===== src/rtl/tinyrisc_pkg.sv =====
// tinyRISC shared types and defaults.
// PC source encoding plus core-wide PC constants.
package tinyrisc_pkg;

  localparam int PC_W_DEF = 16;
  localparam logic [PC_W_DEF-1:0] RESET_VECTOR_DEF = '0;

  typedef enum logic [2:0] {
    PCSEL_SEQ,
    PCSEL_BR,
    PCSEL_JMP,
    PCSEL_CALL,
    PCSEL_RET
  } pcsel_e;

endpackage


===== src/rtl/ras_stack.sv =====
// Circular return-address stack.
// A push onto a full stack overwrites the oldest entry.
module ras_stack #(
  parameter int DEPTH = 4,
  parameter int W     = 16
) (
  input  logic                     clk,
  input  logic                     rst_n,
  input  logic                     en,
  input  logic                     push,
  input  logic                     pop,
  input  logic [W-1:0]             push_data,
  output logic [W-1:0]             top,
  output logic [$clog2(DEPTH):0]   count,
  output logic                     full,
  output logic                     empty
);

  localparam int AW = $clog2(DEPTH);
  localparam int CW = AW + 1;

  logic [W-1:0]  mem [DEPTH];
  logic [AW-1:0] tp;
  logic [AW-1:0] tp_up;

  assign tp_up = tp + AW'(1);
  assign full  = (count == CW'(DEPTH));
  assign empty = (count == '0);
  assign top   = mem[tp];

  // Top pointer and occupancy; the slot above top is always the oldest when full.
  always_ff @(posedge clk or negedge rst_n) begin
    if (!rst_n) begin
      tp    <= '0;
      count <= '0;
    end else if (en) begin
      if (push) begin
        tp <= tp_up;
        if (!full) count <= count + CW'(1);
      end else if (pop && !empty) begin
        tp    <= tp - AW'(1);
        count <= count - CW'(1);
      end
    end
  end

  // Entry storage needs no reset; contents are meaningless until pushed.
  always_ff @(posedge clk) begin
    if (en && push) mem[tp_up] <= push_data;
  end

endmodule


===== src/rtl/pc_seq_unit.sv =====
// tinyRISC program-counter unit.
// Priority next-PC mux, PC register, RAS and sticky RAS error flags.
module pc_seq_unit
  import tinyrisc_pkg::*;
#(
  parameter int              PC_W         = PC_W_DEF,
  parameter int              IMM_W        = 16,
  parameter int              PC_INC       = 1,
  parameter int              RAS_DEPTH    = 4,
  parameter logic [PC_W-1:0] RESET_VECTOR = RESET_VECTOR_DEF
) (
  input  logic                         clk,
  input  logic                         rst_n,
  input  logic                         stall,
  input  logic                         branch,
  input  logic                         zero,
  input  logic [IMM_W-1:0]             imm,
  input  logic                         jump,
  input  logic                         call,
  input  logic                         ret,
  input  logic [PC_W-1:0]              target_address,
  input  logic                         clr_err,
  output logic [PC_W-1:0]              pc,
  output logic [PC_W-1:0]              next_pc,
  output logic [$clog2(RAS_DEPTH):0]   ras_count,
  output logic                         ras_overflow,
  output logic                         ras_underflow
);

  logic [PC_W-1:0] pc_seq;
  logic [PC_W-1:0] pc_br;
  logic [PC_W-1:0] ras_top;
  logic            ras_full;
  logic            ras_empty;
  logic            push;
  logic            pop;
  logic            ovf_ev;
  logic            unf_ev;
  pcsel_e          sel;

  assign pc_seq = pc + PC_W'(PC_INC);
  assign pc_br  = pc + PC_W'($signed(imm));

  // ret masks call, so push and pop are mutually exclusive.
  assign push   = call && !ret;
  assign pop    = ret && !ras_empty;
  assign ovf_ev = push && ras_full && !stall;
  assign unf_ev = ret && ras_empty && !stall;

  // Next-PC source, highest priority first.
  always_comb begin
    sel = PCSEL_SEQ;
    priority case (1'b1)
      ret && !ras_empty: sel = PCSEL_RET;
      ret:               sel = PCSEL_SEQ;
      call:              sel = PCSEL_CALL;
      jump:              sel = PCSEL_JMP;
      branch && zero:    sel = PCSEL_BR;
      default:           sel = PCSEL_SEQ;
    endcase
  end

  // Source to address mux.
  always_comb begin
    next_pc = pc_seq;
    unique case (sel)
      PCSEL_RET:  next_pc = ras_top;
      PCSEL_CALL: next_pc = target_address;
      PCSEL_JMP:  next_pc = target_address;
      PCSEL_BR:   next_pc = pc_br;
      default:    next_pc = pc_seq;
    endcase
  end

  // PC register, frozen while stalled.
  always_ff @(posedge clk or negedge rst_n) begin
    if (!rst_n)      pc <= RESET_VECTOR;
    else if (!stall) pc <= next_pc;
  end

  // Sticky error flags; clear works even in a stall, a new error wins.
  always_ff @(posedge clk or negedge rst_n) begin
    if (!rst_n) begin
      ras_overflow  <= 1'b0;
      ras_underflow <= 1'b0;
    end else begin
      if (ovf_ev)       ras_overflow  <= 1'b1;
      else if (clr_err) ras_overflow  <= 1'b0;
      if (unf_ev)       ras_underflow <= 1'b1;
      else if (clr_err) ras_underflow <= 1'b0;
    end
  end

  ras_stack #(
    .DEPTH (RAS_DEPTH),
    .W     (PC_W)
  ) u_ras (
    .clk       (clk),
    .rst_n     (rst_n),
    .en        (!stall),
    .push      (push),
    .pop       (pop),
    .push_data (pc_seq),
    .top       (ras_top),
    .count     (ras_count),
    .full      (ras_full),
    .empty     (ras_empty)
  );

endmodule


===== config.mk =====
export PLATFORM = sky130hd
export DESIGN_NAME = pc_seq_unit
export DESIGN_NICKNAME = d
export VERILOG_FILES = /design/src/rtl/tinyrisc_pkg.sv /design/src/rtl/ras_stack.sv /design/src/rtl/pc_seq_unit.sv
export SDC_FILE = /design/constraint.sdc
export NUM_CORES = 1
export LEC_CHECK = 0
export ABC_AREA = 1
export BUFFER_PORTS_ARGS = -buffer_cell sky130_fd_sc_hd__buf_4
export CAP_MARGIN = 10
export CORE_ASPECT_RATIO = 0.9
export CORE_MARGIN = 2
export CORE_UTILIZATION = 51
export CTS_BUF_LIST = sky130_fd_sc_hd__clkbuf_4 sky130_fd_sc_hd__clkbuf_8 sky130_fd_sc_hd__clkbuf_16
export DETAILED_ROUTE_END_ITERATION = 10
export HOLD_SLACK_MARGIN = 0.06
export MAX_ROUTING_LAYER = met4
export PLACE_DENSITY = 0.73
export REMOVE_ABC_BUFFERS = 1
export SLEW_MARGIN = 0
export SYNTH_ARGS = -nofsm -noshare
export SYNTH_HDL_FRONTEND = slang
export SYNTH_SLANG_ARGS = --single-unit

===== constraint.sdc =====
create_clock -name clk -period 4.27 [get_ports clk]
set_clock_uncertainty 0.2 [all_clocks]
set_input_delay 0.427 -clock clk [delete_from_list [all_inputs] [get_ports clk]]
set_output_delay 0.427 -clock clk [all_outputs]
set_load 0.01 [all_outputs]

# Yosys cells after proc, flatten, opt, wreduce, memory -nomap -nowiden
# Memory sizes are Yosys's and may differ from the RTL's.
# Cells that the tools add are included.
[totals]
n_memories = 1
word_cells = 54
out_inout_bits = 37
mem_bits_rw = 64
reg_bits = 23
in_bits = 41
[classes]
addsub = 6
eq_ne = 6
muxes = 16
n_reduce_logical = 19
n_bitwise = 1
[memory_table]
columns = ["name", "depth", "word_bits", "read_ports", "rd_clocked_by_memory_dff", "write_ports", "line", "text"]
rows = [
  ["u_ras.mem", 4, 16, 1, 0, 1, "ras_stack.sv:22", "logic [W-1:0] mem [DEPTH];"],
]
[op_table]
columns = ["operator", "count"]
rows = [
  ["$pmux W16 S3", 1],
  ["$mux W3", 7],
  ["$add A16 B1 Y16 const B", 1],
  ["$add A16 B16 Y16", 1],
  ["$logic_and A1 B1 Y1", 9],
  ["$eq A3 B2 Y1 const B", 2],
  ["$eq A3 B3 Y1 const B", 2],
  ["$mux W1", 6],
  ["$reduce_bool A2 Y1", 3],
  ["$mux W2", 2],
  ["$add A3 B1 Y3 const B", 1],
  ["$eq A3 B1 Y1 const B", 1],
  ["$logic_not A1 Y1", 3],
  ["$logic_not A3 Y1", 1],
  ["$reduce_and A3 Y1", 1],
  ["$sub A3 B1 Y3 const B", 1],
  ["$add A2 B1 Y2 const B", 1],
  ["$ne A2 B2 Y1 const B", 1],
  ["$reduce_and A2 Y1", 1],
  ["$reduce_or A2 Y1", 1],
  ["$sub A2 B1 Y2 const B", 1],
  ["$not A1 Y1", 1],
]

# Depth between registers and ports, before layout
[depth]
word_depth = 9
mapped_depth = 13
depth_no_buf = 13

# Hierarchy
# Synthesis repeated with hierarchy kept, for this count alone.
[hier_totals]
cells_unflattened = 626
area_unflattened_um2 = 5186.2
[modules_own_cells]
columns = ["module", "cells_each", "area_per_inst_um2", "instances"]
rows = [
  ["ras_stack", 206, 2737.6, 1],
  ["pc_seq_unit", 420, 2448.6, 1],
]

# Worst setup path after synthesis
# Ideal clock, no wire load.
[synth_path]
path_type = "register -> output"
from = "reg pc[0]"
to = "out next_pc[8]"
path_buffers = 0
arrival_ns = 1.778
path_slack_ns = 1.865
stages_incl_launch_ff = 11
t_required_ns = 3.643
path_cell_list = "dfrtp_1 -> ha_1 -> inv_1 -> fa_1 -> inv_1 -> nand3_1 -> nand3_1 -> nand2_1 -> nand4_1 -> nand3_1 -> a21boi_1"
[synth_between]
elab_chain_len = 2
elab_cells_between_ends = 3
[synth_lines]
columns = ["item", "line", "text"]
rows = [
  ["from (decl)", "pc_seq_unit.sv:23", "output logic [PC_W-1:0] pc,"],
  ["from (signal assigned)", "pc_seq_unit.sv:78", "else if (!stall) pc <= next_pc;"],
  ["$add A16 B1 Y16 / $add A16 B16 Y16 (equally long branches)", "pc_seq_unit.sv:41, pc_seq_unit.sv:42", ""],
  ["$pmux W16 S3 *", "pc_seq_unit.sv:66", "unique case (sel)"],
  ["to (decl)", "pc_seq_unit.sv:24", "output logic [PC_W-1:0] next_pc,"],
]
# Mark *: on every way between the ends. The rest lies on a longest branch, timed or not.

# Final worst setup path
[layout_path]
from = "reg pc[6]"
to = "out next_pc[10]"
# The elaborated chain is that of the path after synthesis.

==> out/qor.txt <==
status - completed
Slew Viols, Final - 0
Hold Path Class - input port to flop
grt ovf - 0
drt drc - 0
unrepaired setup endpoints after global routing - false
synth-to-layout area growth - 17.9%
CTS Sinks - 87
Synth area leaders - edfxtp_1 36%, nand2_1 15%, dfrtp_1 11%
PwrDens - 603 nW/um^2
Worst setup EP type - output pin
vias in the first global route - 4555
CP required - 3640 ps
CTS resizes - 0
Detail Route Antenna Nets - 0
nets - 810
Sum Neg Setup Slack - 0 ps
TritonCTS buffer count - 9
Hold Vio Cnt, Final - 0
Post-synth EDFFs - 64
Mapped Cells - 671
worst-margin pin slew - 965 ps
R2R Setup Slk - 1560 ps
gr usage total - 0.274
Final Setup Violations - 0
warnings from Yosys - 0
commonest cells in the netlist - 219 x nand2_1, 73 x inv_1, 72 x nand3_1
CTS tree - yes
Peak VDD IR - 0.387 mV
initial antenna violation count - 0
Via-to-Cell Ratio - 5.44
most numerous cell in the Yosys netlist - nand2_1
Cells after DPL - 864
most common flop cell mapped by yosys - edfxtp_1
vias post-DR - 4786
Non-Filler Instances - 880
first-pass GRT wire length - 23.3 mm
CTS root buf - clkbuf_16
ANT cells - 0
number of port buffers - 77
sequential area share after synthesis - 0.464
layout cells sized above 1 - 0.176
top cell type's share of synthesized area - 0.357
Core Region - 10200 um^2
Startpoint Class - flop
critical path class - flop to output pin
Clock Pin Slew Worst Setup and Hold Paths - 70 ps
leakage power - 2.98 nW
num rows - 35
Post-synth ARST share - 0.264
H-tree levels - 3
Tmin final - 3150 ps
largest area contributor in the netlist - edfxtp_1
die area - 11400 um^2
total wire length - 14.4 mm
Rel. slew slack - 0.356
critical path data arrival time - 2530 ps
GP Congestion - 0.953
f_max - 317 MHz
Yosys cell types - 42
IO Count - 78
Mean Syn Cell Area - 8.02 um^2
Synth Register Bits - 87
Cell Area, Synth - 5380 um^2
initial core utilization - 0.525
post-DP HPWL - 10.6 mm
Die Ht - 101 um
Final Cycle Share - 0.738
Chip Width - 112 um
max-cap viol count - 0
detailed-route wire length per cell - 16.4 um
CP max FO - 7
largest net degree at the start of global routing - 40
clk buf depth - 2
1st-iter DRT viols - 422
Initial DRT Pass Iterations - 5
clk_lat worst skew - 340 ps
## cells by family (layout without fill, tap and decap cells)
family	count (synthesis)	in the layout	share of synthesized area
and+or+nand+nor	379	379	0.310
buffers and inverters	103	183	0.0792
adders and majority gates	22	22	0.0539
xor gates and xnor gates	14	14	0.0242
AOI/OAI and AO/OA	66	66	0.0693
DFF	87	87	0.464
## where the power goes
| part | switching, mW | internal [mW] | total, mW | leakage [nW] |
|---|---|---|---|---|
| sequential | 0.183 | 1.11 | 1.29 | 0.866 |
| combinational | 1.11 | 0.656 | 1.77 | 1.98 |
| clock | 0.319 | 0.449 | 0.768 | 0.141 |
| total | 1.62 | 2.21 | 3.83 | 2.98 |
## state kept, by name, indices dropped and copies added, names as in the netlist
name           cells
ras_overflow       1
ras_underflow      1
u_ras.mem         64
u_ras.count        3
u_ras.tp           2
pc                16
## routing by layer
layer  vias up  track usage  share of wire
li1       2339            -              -
met1      2232        0.361           0.44
met2       197        0.441           0.48
met3        18       0.0539          0.073
met4         0       0.0694          0.013
met5         -            -              0
## final timing paths
path | startpoint | end | depth (start not counted)
worst min-delay path | clr_err | ras_overflow | 2
max in group asynchronous | rst_n | u_ras.count[2] | 2
worst min register to register | ras_overflow | ras_overflow | 2
min in group asynchronous | rst_n | pc[4] | 2
worst max register to register | u_ras.tp[1] | u_ras.mem[1][4] | 5
worst max-delay path | pc[6] | next_pc[10] | 8
## critical path: stages (launching register included)
cell,delay (ps)
dfrtp_1,520
ha_1,440
nand2_1,120
nor2_1,280
nand3_1,210
nand4_1,150
nand3_1,100
a21boi_1,210
buf_4,160
## timing repair
item	CTS	global route
setup endpoints to repair	0	0
hold endpoints to repair	23	0
buffers inserted	0	0
hold buffers	1	0
## layout by cell type (no fill, tap or decap), types with 4 or more instances in the layout
cell / instances
o21ai_1: 10
a31oi_1: 5
nand2_1: 219
buf_4: 81
nor2_1: 42
or2_1: 4
dfrtp_1: 23
nor2_2: 4
or2_2: 4
nand3_1: 72
nand2_2: 7
inv_2: 12
inv_1: 73
edfxtp_1: 64
clkbuf_16: 9
ha_1: 20
a21oi_1: 21
o21ai_0: 16
xor2_1: 12
a21boi_1: 5
nand4_1: 7
and2_1: 8
## area by class of cell
class,count,area (um^2)
Fill cell,919,3900
Sequential cell,87,2500
Multi-Input combinational cell,481,2460
Timing Repair Buffer,82,618
Inverter,86,323
Clock buffer,9,225
Tap cell,129,161
Clock inverter,6,60.1
## per-stage QoR
step	worst slack, ps	hold slack [ps]	power, mW	util	instance area (um^2)
2_1_floorplan	1630	-68.6	2.39	-	5280
3_3_place_gp	1550	144	3.01	0.591	6050
3_5_place_dp	1510	153	3.06	0.591	6050
4_1_cts	1150	74.9	3.83	0.619	6350
5_1_grt	969	81.5	4.12	0.619	6350
6_report	1120	84.5	3.83	0.619	6350
(Power assumes the default switching activity.)
